`config.mk`:
```
export PLATFORM = sky130hd
export DESIGN_NAME = slinky_bus_if
export DESIGN_NICKNAME = d
export VERILOG_FILES = /design/src/rtl/slinky_bus_if.sv
export SDC_FILE = /design/constraint.sdc
export NUM_CORES = 1
export LEC_CHECK = 0
export ABC_AREA = 1
export ABC_CLOCK_PERIOD_IN_PS = 3970
export CORE_MARGIN = 2
export CORE_UTILIZATION = 55
export CTS_CLUSTER_DIAMETER = 200
export DETAILED_ROUTE_END_ITERATION = 8
export PLACE_DENSITY = 0.79
export SETUP_SLACK_MARGIN = 0.2
export SKIP_CTS_REPAIR_TIMING = 1
export SLEW_MARGIN = 20
export SYNTH_ARGS = -nofsm -noshare
export SYNTH_HDL_FRONTEND = slang
export SYNTH_SLANG_ARGS = --single-unit
```
`constraint.sdc`:
```
create_clock -name C8M -period 3.97 [get_ports C8M]
set_input_delay 0.5955 -clock C8M [delete_from_list [all_inputs] [get_ports C8M]]
set_output_delay 0.5955 -clock C8M [all_outputs]
set_load 0.02 [all_outputs]
```
`src/rtl/slinky_bus_if.sv`:
```
// slinky_bus_if: Apple II slot-bus front end for the SDRAM controller.
// Decodes a Slinky-style window: $C0n0-$C0n2 hold a 24-bit auto-increment
// pointer and $C0n3 is the data port. Reads are prefetched: the SDRAM read
// for the next data byte runs during the bus cycle after the one that asked.
module slinky_bus_if #(
  parameter int ABITS     = 24,
  parameter int INIT_SKIP = 1
) (
  input  logic        C8M,
  input  logic        nRESET,
  input  logic        PHI2,
  input  logic        nDEVSEL,
  input  logic        RnW,
  input  logic [3:0]  BA,
  input  logic [7:0]  BDI,
  output logic [7:0]  BDO,
  output logic        BDOE,
  output logic        RDCMD,
  output logic        WRCMD,
  output logic [23:0] A,
  output logic [7:0]  WRD,
  input  logic [7:0]  RDD
);

  // PHI2 synchroniser plus history flop for edge detection
  logic r_phi2_meta, r_phi2_s, r_phi2_d;

  // Bus cycle snapshot, refreshed while synchronised PHI2 is high
  logic       r_lat_ndevsel;
  logic       r_lat_rnw;
  logic [3:0] r_lat_ba;
  logic [7:0] r_lat_bdi;

  // Window state
  logic [ABITS-1:0] r_ptr;
  logic [23:0]      r_a;
  logic [7:0]       r_wrd;
  logic [7:0]       r_dbuf;
  logic [7:0]       r_bdo;
  logic             r_bdoe;
  logic             r_rdcmd;
  logic             r_wrcmd;
  logic             r_pend;
  logic [7:0]       r_skip;

  logic             w_pf;
  logic             w_hit;
  logic [ABITS-1:0] w_ptr_inc;
  logic [23:0]      w_ptr24;
  logic [23:0]      w_inc24;
  logic [23:0]      w_ptr_load;

  assign w_pf      = r_phi2_d & ~r_phi2_s;
  assign w_hit     = ~r_lat_ndevsel && (r_lat_ba < 4'd4);
  assign w_ptr_inc = r_ptr + ABITS'(1);
  // Unimplemented pointer bits read as zero
  assign w_ptr24   = 24'(r_ptr);
  assign w_inc24   = 24'(w_ptr_inc);

  // Pointer with one byte replaced by the latched write data (no carry)
  always_comb begin
    w_ptr_load = w_ptr24;
    case (r_lat_ba[1:0])
      2'd0:    w_ptr_load[7:0]   = r_lat_bdi;
      2'd1:    w_ptr_load[15:8]  = r_lat_bdi;
      2'd2:    w_ptr_load[23:16] = r_lat_bdi;
      default: w_ptr_load        = w_ptr24;
    endcase
  end

  // Bring PHI2 into the C8M domain
  always_ff @(posedge C8M or negedge nRESET) begin
    if (!nRESET) begin
      r_phi2_meta <= 1'b0;
      r_phi2_s    <= 1'b0;
      r_phi2_d    <= 1'b0;
    end else begin
      r_phi2_meta <= PHI2;
      r_phi2_s    <= r_phi2_meta;
      r_phi2_d    <= r_phi2_s;
    end
  end

  // Snapshot the bus while PHI2 is high; the last snapshot defines the cycle
  always_ff @(posedge C8M or negedge nRESET) begin
    if (!nRESET) begin
      r_lat_ndevsel <= 1'b1;
      r_lat_rnw     <= 1'b1;
      r_lat_ba      <= 4'd0;
      r_lat_bdi     <= 8'd0;
    end else if (r_phi2_s) begin
      r_lat_ndevsel <= nDEVSEL;
      r_lat_rnw     <= RnW;
      r_lat_ba      <= BA;
      r_lat_bdi     <= BDI;
    end
  end

  // Read-data drive: enable only for a selected read of $0-$3 during PHI2 high
  always_ff @(posedge C8M or negedge nRESET) begin
    if (!nRESET) begin
      r_bdoe <= 1'b0;
      r_bdo  <= 8'd0;
    end else begin
      r_bdoe <= r_phi2_s && !nDEVSEL && RnW && (BA < 4'd4);
      case (BA[1:0])
        2'd0:    r_bdo <= w_ptr24[7:0];
        2'd1:    r_bdo <= w_ptr24[15:8];
        2'd2:    r_bdo <= w_ptr24[23:16];
        default: r_bdo <= r_dbuf;
      endcase
    end
  end

  // On each PHI2 fall: close the command window, then act on the finished cycle
  always_ff @(posedge C8M or negedge nRESET) begin
    if (!nRESET) begin
      r_ptr   <= '0;
      r_a     <= 24'd0;
      r_wrd   <= 8'd0;
      r_dbuf  <= 8'd0;
      r_rdcmd <= 1'b0;
      r_wrcmd <= 1'b0;
      r_pend  <= 1'b1;
      r_skip  <= 8'(INIT_SKIP);
    end else if (w_pf) begin
      if (r_rdcmd)
        r_dbuf <= RDD;
      r_rdcmd <= 1'b0;
      r_wrcmd <= 1'b0;
      if (r_skip != 8'd0) begin
        // Controller still initialising: swallow this cycle entirely
        r_skip <= r_skip - 8'd1;
      end else if (w_hit && !r_lat_rnw && (r_lat_ba != 4'd3)) begin
        r_ptr  <= w_ptr_load[ABITS-1:0];
        r_pend <= 1'b1;
      end else if (w_hit && r_lat_rnw && (r_lat_ba == 4'd3)) begin
        // Data just returned came from the prefetch; fetch the next byte
        r_ptr   <= w_ptr_inc;
        r_a     <= w_inc24;
        r_rdcmd <= 1'b1;
        r_pend  <= 1'b0;
      end else if (w_hit && !r_lat_rnw && (r_lat_ba == 4'd3)) begin
        r_a     <= w_ptr24;
        r_wrd   <= r_lat_bdi;
        r_wrcmd <= 1'b1;
        r_ptr   <= w_ptr_inc;
        r_pend  <= 1'b1;
      end else if (r_pend) begin
        // Idle or pointer-read cycle: refill the prefetch buffer
        r_a     <= w_ptr24;
        r_rdcmd <= 1'b1;
        r_pend  <= 1'b0;
      end
    end
  end

  assign BDO   = r_bdo;
  assign BDOE  = r_bdoe;
  assign RDCMD = r_rdcmd;
  assign WRCMD = r_wrcmd;
  assign A     = r_a;
  assign WRD   = r_wrd;

endmodule

```
==> impl_metrics.tcl, run 1 <==
set metrics [dict create \
    rsz0062_at_grt "false" \
    die_y_um 103.3 \
    synth.most_common_cell "nand2_1" \
    grt_max_degree 54 \
    wl_mm 13.94 \
    ys.flop_type "dfrtp_1" \
    synthAdderAreaFrac_pct 0.6920 \
    n_antenna_cell 0 \
    maxSlewHeadroom_pct 44.74 \
    synthCells 691 \
    grt-ovfl-total 0 \
    synth_fp_nets 719 \
    crit_chain "nor2_1 > nand3_4 > nor2_1 > inv_1 > o21ai_0 > nor3_1 > nor2_1" \
    synth.top_cells.by_count "nand2_1, dfrtp_1, nor2_1, inv_1, o21ai_0" \
    n_fill_cell 859 \
    syn-cell-area_sq_um 5424 \
    start_util_pct 56.01 \
    hp-class "input pin to asynchronous set/reset pin" \
    yosysUniqueCellTypes 42 \
    drtAntennaViolNets 0 \
    die_w_um 103.3 \
    cpMostUsedCell "nor2_1" \
    required_ps 4300 \
    fmax_mhz 486.7 \
    status "finished, final reports clean" \
    place.gp.congestion 0.9128 \
    setup-violations-final 0 \
    synth_xor_area_share_pct 2.584 \
    synth-warning-count 0 \
    synth-seq-area-share_pct 46.69 \
    synth_top_area_share_pct 44.75 \
    p_leak_nw 3.043 \
    cts_num_sinks 101 \
    cp_slowest_cell "nand3_4" \
    synth_area_per_cell_sq_um 7.849 \
    root_buffer "clkbuf_8" \
    ioPinCount 68 \
    rows 36 \
    cts_made_buffers 9 \
    async_flop_share_pct 100.0 \
    critPathMaxFanout 37 \
    clk_pin_slew_worst_paths_ps 100 \
    synthSimpleGateAreaFrac_pct 32.27 \
    routedWlPerCell_um 15.58 \
    end_kind "register" \
    grt_pass1_wl_mm 22.83 \
    powerDensity_nw_per_um2 538.3 \
    dpl_cell_area_sq_um 6180 \
    grt_pass1_vias 4571 \
    dieArea_sq_um 10670 \
    drive_gt1_share_pct 9.318 \
    clock_path_buffers 2 \
    fin_worst_skew_ps 13.52 \
    fin_area_sq_um 6347 \
    vias 4742 \
    crit_path_max_incr_delay_ps 470 \
    final_hold_viol_count 0 \
    grtUsageTotal_pct 28.55 \
    synth_compound_area_share_pct 9.850 \
    hpwl_mm 10.41 \
    drv_slew 0 \
    viasPerCell 5.298 \
    ctsHtreeMaxLevel 3 \
    tightest_slew_ps 828.8 \
    yosysTopAreaCell "dfrtp_1" \
    antenna_found_initial 0 \
    synth_top_family_by_area "simple AND/OR/NAND/NOR gates" \
    syn_to_final_growth_pct 17.02 \
    arrival_ps 2390 \
    clk_latency_ps 390 \
    drt_iter0_drc 277 \
    setup-tns-final_ps 0 \
    synth-seq-cells 101 \
    final_nets 785 \
    synth_edf_count 0 \
    ir_drop_mv 0.3884 \
    numPortBuffers 67 \
    start_kind "register" \
    synth_mux_area_share_pct 1.661 \
    route.detailed.drc 0 \
    timing.max_cap.violations 0 \
    firstDrtPassIters 6 \
    synth_area_leaders "dfrtp_1, nand2_1, nor2_1" \
    cts_tree "done" \
    coreArea_sq_um 9684 \
    fin_crit_sh_pct 51.75 \
    finalCriticalPeriod_ps 2055 \
    critPathKind "register to register" \
]
## routing by layer
metal | wire, um | track usage [%] | up-vias | part of all wire [%]
li1 | - | - | 2313 | -
met4 | 330 | 10.53 | 0 | 2.4
met3 | 841 | 6.989 | 27 | 6.0
met5 | 0 | 0 | - | 0
met2 | 6691 | 45.80 | 178 | 48
met1 | 6077 | 37.85 | 2224 | 44
## flip-flops by register name, summed over array words and instances (netlist names)
| register | count |
|---|---|
| RDCMD | 1 |
| WRCMD | 1 |
| r_lat_rnw | 1 |
| r_skip | 8 |
| r_phi2_d | 1 |
| r_dbuf | 8 |
| r_lat_bdi | 8 |
| r_lat_ba | 4 |
| r_phi2_meta | 1 |
| A | 24 |
| r_ptr | 24 |
| r_lat_ndevsel | 1 |
| BDOE | 1 |
| r_phi2_s | 1 |
| WRD | 8 |
| BDO | 8 |
| r_pend | 1 |
## report_power, final
part	leakage, nW	internal, mW	total [mW]	switching, mW
clock network	0.0860	0.227	0.589	0.362
logic	1.70	0.542	1.25	0.711
registers	1.26	1.30	1.57	0.271
## worst paths after layout
path,to,startpoint,cells past startpoint,slack [ps]
min in group C8M,r_phi2_s,r_phi2_meta,0,350
worst min register to register,r_phi2_s,r_phi2_meta,0,350
worst max-delay path,r_ptr[2],r_lat_ba[2],7,1920
worst min-delay path,WRD[1],nRESET,1,240
max in group asynchronous,r_skip[0],nRESET,2,2860
worst max register to register,r_ptr[2],r_lat_ba[2],7,1920
## cells in the final DEF, fill, tap and decap left out, types with 4 or more instances in the layout
cell and instances:
o21ai_2 8, dfrtp_1 97, inv_2 6, a21boi_1 10
mux2_2 8, nand2_1 255, nand2_2 4, nand3_1 19
clkdlybuf4s50_1 66, clkbuf_8 9, dfstp_2 4, inv_1 57
a21oi_1 10, o21ai_0 41, nor2_1 87, xor2_1 13
nand3_4 5, o21ai_1 5, o2111ai_1 5
## final cells by class
type	instances	area (sq um)	share of cell area (%)
timing repair buffer	69	683.2	10.76
tap	133	166.4	2.622
clock buffer	10	127.6	2.011
multi-input combinational	512	2552	40.21
sequential	101	2532	39.90
inverter	64	245.2	3.864
clock inverter	6	40.04	0.6308
## metrics by stage
stage / worst slack, ps / instances / hold WS (ps) / power [mW] / util (%)
3_5_place_dp: 1779 / 879 / 334.7 / 2.834 / 63.81
3_3_place_gp: 1826 / 879 / 334.6 / 2.796 / 63.81
6_report: 1915 / 895 / 241.6 / 3.417 / 65.54
5_1_grt: 1759 / 895 / 288.0 / 3.667 / 65.54
2_1_floorplan: 2295 / 691 / 299.9 / 2.298 / -
4_1_cts: 1907 / 895 / 259.5 / 3.429 / 65.54
## logic make-up after synthesis
logic type,after synthesis
adder cells (fa/ha/maj),3
AO/OA/AOI/OAI,88
buffers and inverters,78
AND/OR/NAND/NOR,397
flip-flops,101
multiplexers,8
XOR/XNOR,16
## critical path: cells and delay by family (launching register included)
family,cells,cell delay (ps)
AO/OA/AOI/OAI,1,150
buffers and inverters,1,110
flip-flops,1,390
AND/OR/NAND/NOR,5,1340
(Power assumes the default switching activity.)
==> inputs of run 2 (changes only) <==
- ABC_CLOCK_PERIOD_IN_PS: 3970 -> 1790
- CORE_UTILIZATION: 55 -> 51
- PLACE_DENSITY: 0.79 -> 0.77
- clock period: 3.97 -> 1.79 ns (I/O delays scaled with it)
==> impl_metrics.tcl, run 2 (synthesis gave the netlist of run 1 again) <==
set metrics [dict create \
    crit_family "simple AND/OR/NAND/NOR gates" \
    place.gp.congestion 0.9325 \
    dieArea_sq_um 11480 \
    cts_made_buffers 9 \
    crit_chain "nor2_4 > nand2_2 > nor3_4 > nand3_4 > buf_12 > nor2_1 > a21boi_1" \
    n_antenna_cell 0 \
    grtUsageTotal_pct 27.17 \
    crit_path_max_incr_delay_ps 440 \
    n_fill_cell 760 \
    timing.max_cap.violations 0 \
    drive_gt1_share_pct 24.33 \
    pre_cts_ws_ps -1.858 \
    start_util_pct 52.54 \
    arrival_ps 1970 \
    numPortBuffers 67 \
    maxSlewHeadroom_pct 71.55 \
    powerDensity_nw_per_um2 1111 \
    final-seq-area_sq_um 2541 \
    cp_slowest_cell "dfrtp_1" \
    viasPerCell 5.354 \
    ir_drop_mv 0.7616 \
    clk_latency_ps 400 \
    vias 5129 \
    r2r_start "r_skip[4]" \
    cp.depth 7 \
    drtAntennaViolNets 0 \
    final_cell_mix "nand2_1, dfrtp_1, nor2_1, inv_1, dlymetal6s2s_1" \
    root_buffer "clkbuf_8" \
    drt_iter0_drc 389 \
    hp-class "input pin to asynchronous set/reset pin" \
    drv_slew 0 \
    wl_met1_mm 7.112 \
    worst_slack_ps 94.41 \
    antenna_found_initial 0 \
    grt_max_degree 49 \
    cts_num_sinks 101 \
    grt-ovfl-total 0 \
    hpwl_mm 10.99 \
    r2r_end "r_ptr[16]" \
    whs_ps 240.7 \
    final_nets 845 \
    rrSetupSlack_ps 90 \
    die_y_um 107.1 \
    ff2ff_path_depth 7 \
    coreArea_sq_um 10320 \
    final_hold_viol_count 0 \
    routedWlPerCell_um 17.25 \
    fin_crit_sh_pct 94.73 \
    required_ps 2060 \
    setup-violations-final 0 \
    crit_buf_inv 1 \
    fin_area_sq_um 7480 \
    grt_pass1_wl_mm 23.67 \
    critPathMaxFanout 14 \
    rows 37 \
    dr.max_layer_used "met4" \
    clk_pin_slew_worst_paths_ps 110 \
    cts_tree "done" \
    clock_path_buffers 2 \
    ctsHtreeMaxLevel 3 \
    firstDrtPassIters 6 \
    multi_input_area_sq_um 2913 \
    wl_mm 16.52 \
    routed-wl-met2_mm 7.923 \
    fmax_mhz 589.8 \
    fin_worst_skew_ps 17.36 \
    tightest_slew_ps 425.1 \
    wl_met3_um 918 \
    die_w_um 107.1 \
    end_kind "register" \
    route.detailed.drc 0 \
    dpl_cell_area_sq_um 6411 \
    finalCriticalPeriod_ps 1696 \
    grt_pass1_vias 4653 \
    status "finished, final reports clean" \
    start_kind "register" \
    setup-tns-final_ps 0 \
    p_leak_nw 4.098 \
    syn_to_final_growth_pct 37.90 \
    rsz0062_at_grt "true" \
    ioPinCount 68 \
    layout_commonest_cell "nand2_1" \
    critPathKind "register to register" \
]
[run 2: stage by stage]
stage,power (mW),util (%),std cells
floorplan,5.097,-,691
global placement,6.321,62.10,906
finish,8.312,72.45,958
global route,8.773,72.45,958
CTS,7.961,64.14,922
detailed placement,6.399,62.10,906
[run 2: how the worst max path moves through the flow]
stage	start	end	slack, ps
after CTS	r_skip[0]	A[19]	-30
after detailed placement	r_skip[0]	A[23]	-2
final	r_skip[4]	r_ptr[16]	90
after global routing	r_lat_ba[3]	r_ptr[7]	-9
after global placement	r_skip[0]	A[19]	100
after floorplan	r_skip[1]	A[13]	200
[run 2: layer usage]
metal	GRT usage, %	vias up
met1	37.41	2450
li1	-	2450
met5	0	-
met2	42.31	183
met4	11.50	0
met3	4.802	46
[run 2: report_power, final]
group          switching [mW]  leakage [nW]  internal [mW]
Sequential              0.570          1.25           2.90
Combinational            1.85          2.74           1.42
Clock                   0.852         0.102          0.723
Total                    3.27          4.10           5.04
[run 2: area by class of cell]
class                   instances  area share (%)
multi-input cells             513           38.94
clock buffers                  11           2.024
flip-flops and latches        101           33.97
repair buffers                128           18.52
inverters                      64           3.479
clock inverters                 5          0.7862
well taps                     136           2.275
==> inputs of run 3 (changes only) <==
- CORE_UTILIZATION: 51 -> 30
- GPL_TIMING_DRIVEN: unset -> 0
- PLACE_DENSITY: 0.77 -> unset
==> impl_metrics.tcl, run 3 (synthesis gave the netlist of run 1 again) <==
set metrics [dict create \
    die_w_um 138.5 \
    p_int_mw 5.452 \
    wl_mm 16.39 \
    grt_pass1_vias 4453 \
    start_util_pct 30.40 \
    power_frac_comb_pct 37.8 \
    setup-tns-final_ps 0 \
    drt_iter0_drc 295 \
    clk_pin_slew_worst_paths_ps 70 \
    die_y_um 138.5 \
    arrival_ps 1900 \
    ioPinCount 68 \
    critPathKind "register to register" \
    vias 4884 \
    finalCriticalPeriod_ps 1658 \
    grtUsageTotal_pct 16.31 \
    start_kind "register" \
    routedWlPerCell_um 15.63 \
    p_sw_mw 3.300 \
    cpMostUsedCell "nand2_1" \
    coreArea_sq_um 17840 \
    dieArea_sq_um 19170 \
    powerDensity_nw_per_um2 1120 \
    clock_path_buffers 2 \
    final_cell_mix "nand2_1, dfrtp_1, inv_1, nor2_1, dlymetal6s2s_1" \
    final_hold_viol_count 0 \
    critPathMaxFanout 10 \
    cts_made_buffers 9 \
    n_antenna_cell 0 \
    final_nets 842 \
    hpwl_mm 11.40 \
    rsz0062_at_grt "true" \
    tightest_slew_ps 587.4 \
    drtAntennaViolNets 0 \
    p_leak_nw 4.090 \
    worst_slack_ps 132.3 \
    cts_tree "done" \
    pwr-share-clk_pct 22.7 \
    route.detailed.drc 0 \
    pre_cts_ws_ps -140.9 \
    cp_slowest_cell "dfrtp_1" \
    end_kind "register" \
    grt_max_degree 64 \
    fin_worst_skew_ps 11.55 \
    setup-violations-final 0 \
    seqPwrFrac_pct 39.6 \
    clk_latency_ps 360 \
    firstDrtPassIters 5 \
    timing.max_cap.violations 0 \
    fin_crit_sh_pct 92.61 \
    place.gp.congestion 0.9458 \
    grt_pass1_wl_mm 24.62 \
    antenna_found_initial 0 \
    required_ps 2030 \
    maxSlewHeadroom_pct 60.70 \
    p_sw_share_pct 37.71 \
    ctsHtreeMaxLevel 3 \
    hp-class "input pin to register" \
    cts_num_sinks 101 \
    syn_to_final_growth_pct 44.11 \
    drv_slew 0 \
    power.total_mw 8.752 \
    crit_buf_inv 3 \
    root_buffer "clkbuf_16" \
    crit_family "simple AND/OR/NAND/NOR gates" \
    drive_gt1_share_pct 27.23 \
    status "finished, final reports clean" \
    rows 49 \
    viasPerCell 4.660 \
    numPortBuffers 67 \
    crit_chain "inv_2 > nand2_2 > nor2_4 > nand3_4 > inv_6 > buf_6 > nand2_1 > o211ai_1 > nand2_1" \
    ir_drop_mv 0.6263 \
    rrSetupSlack_ps 130 \
    grt-ovfl-total 0 \
    crit_path_max_incr_delay_ps 420 \
    layout_commonest_cell "nand2_1" \
    fmax_mhz 603.2 \
]
run 3: changes by cell type in the layout (fill, tap and decap cells not counted), moves of 8 or more:
cell and change:
nor2_1 -11, clkbuf_16 +12, nor2_4 +10, nand2_2 +13, nand2_1 -15, buf_4 -8
clkbuf_8 -11
run 3: path summary, 6_finish.rpt:
check | startpoint | to | cells after the start
worst max-delay path | r_lat_ba[2] | A[2] | 9
worst min register to register | r_phi2_meta | r_phi2_s | 0
min in group asynchronous | nRESET | r_dbuf[2] | 2
max in group asynchronous | nRESET | r_lat_rnw | 3
worst max register to register | r_lat_ba[2] | A[2] | 9
worst min-delay path | PHI2 | r_phi2_meta | 1
run 3: layout make-up:
cell class | count | area (sq um)
Buffer | 14 | 145.1
Clock buffer | 11 | 232.7
Clock inverter | 5 | 60.06
Fill cell | 1763 | 10020
Inverter | 64 | 257.7
Multi-Input combinational cell | 513 | 3044
Sequential cell | 101 | 2546
Tap cell | 229 | 286.5
Timing Repair Buffer | 111 | 1244
run 3: power by group through the flow:
stage / clock, mW / sequential, mW / combinational, mW
floorplan: 0 / 3.68 / 1.42
detailed placement: 0 / 3.46 / 2.87
global route: 2.13 / 3.56 / 3.62
global placement: 0 / 3.47 / 2.83
CTS: 2.05 / 3.43 / 2.89
finish: 1.98 / 3.46 / 3.30
run 3: stage by stage:
stage          util [%]  instances  instance area [sq um]  hold slack, ps
5_1_grt           43.81       1048                   7816           356.1
3_5_place_dp      35.98        988                   6420           218.5
6_report          43.81       1048                   7816           345.0
4_1_cts           37.63       1004                   6713          -170.9
3_3_place_gp      35.82        987                   6391           335.7
2_1_floorplan         -        691                   5434          -27.09
run 3: metal layers:
layer | routed length [um] | GRT usage (%) | share of wire, %
met1 | 7749 | 23.84 | 47
met2 | 7449 | 24.28 | 45
met3 | 785 | 2.529 | 4.8
met4 | 401 | 6.284 | 2.4
met5 | 0 | 0 | 0
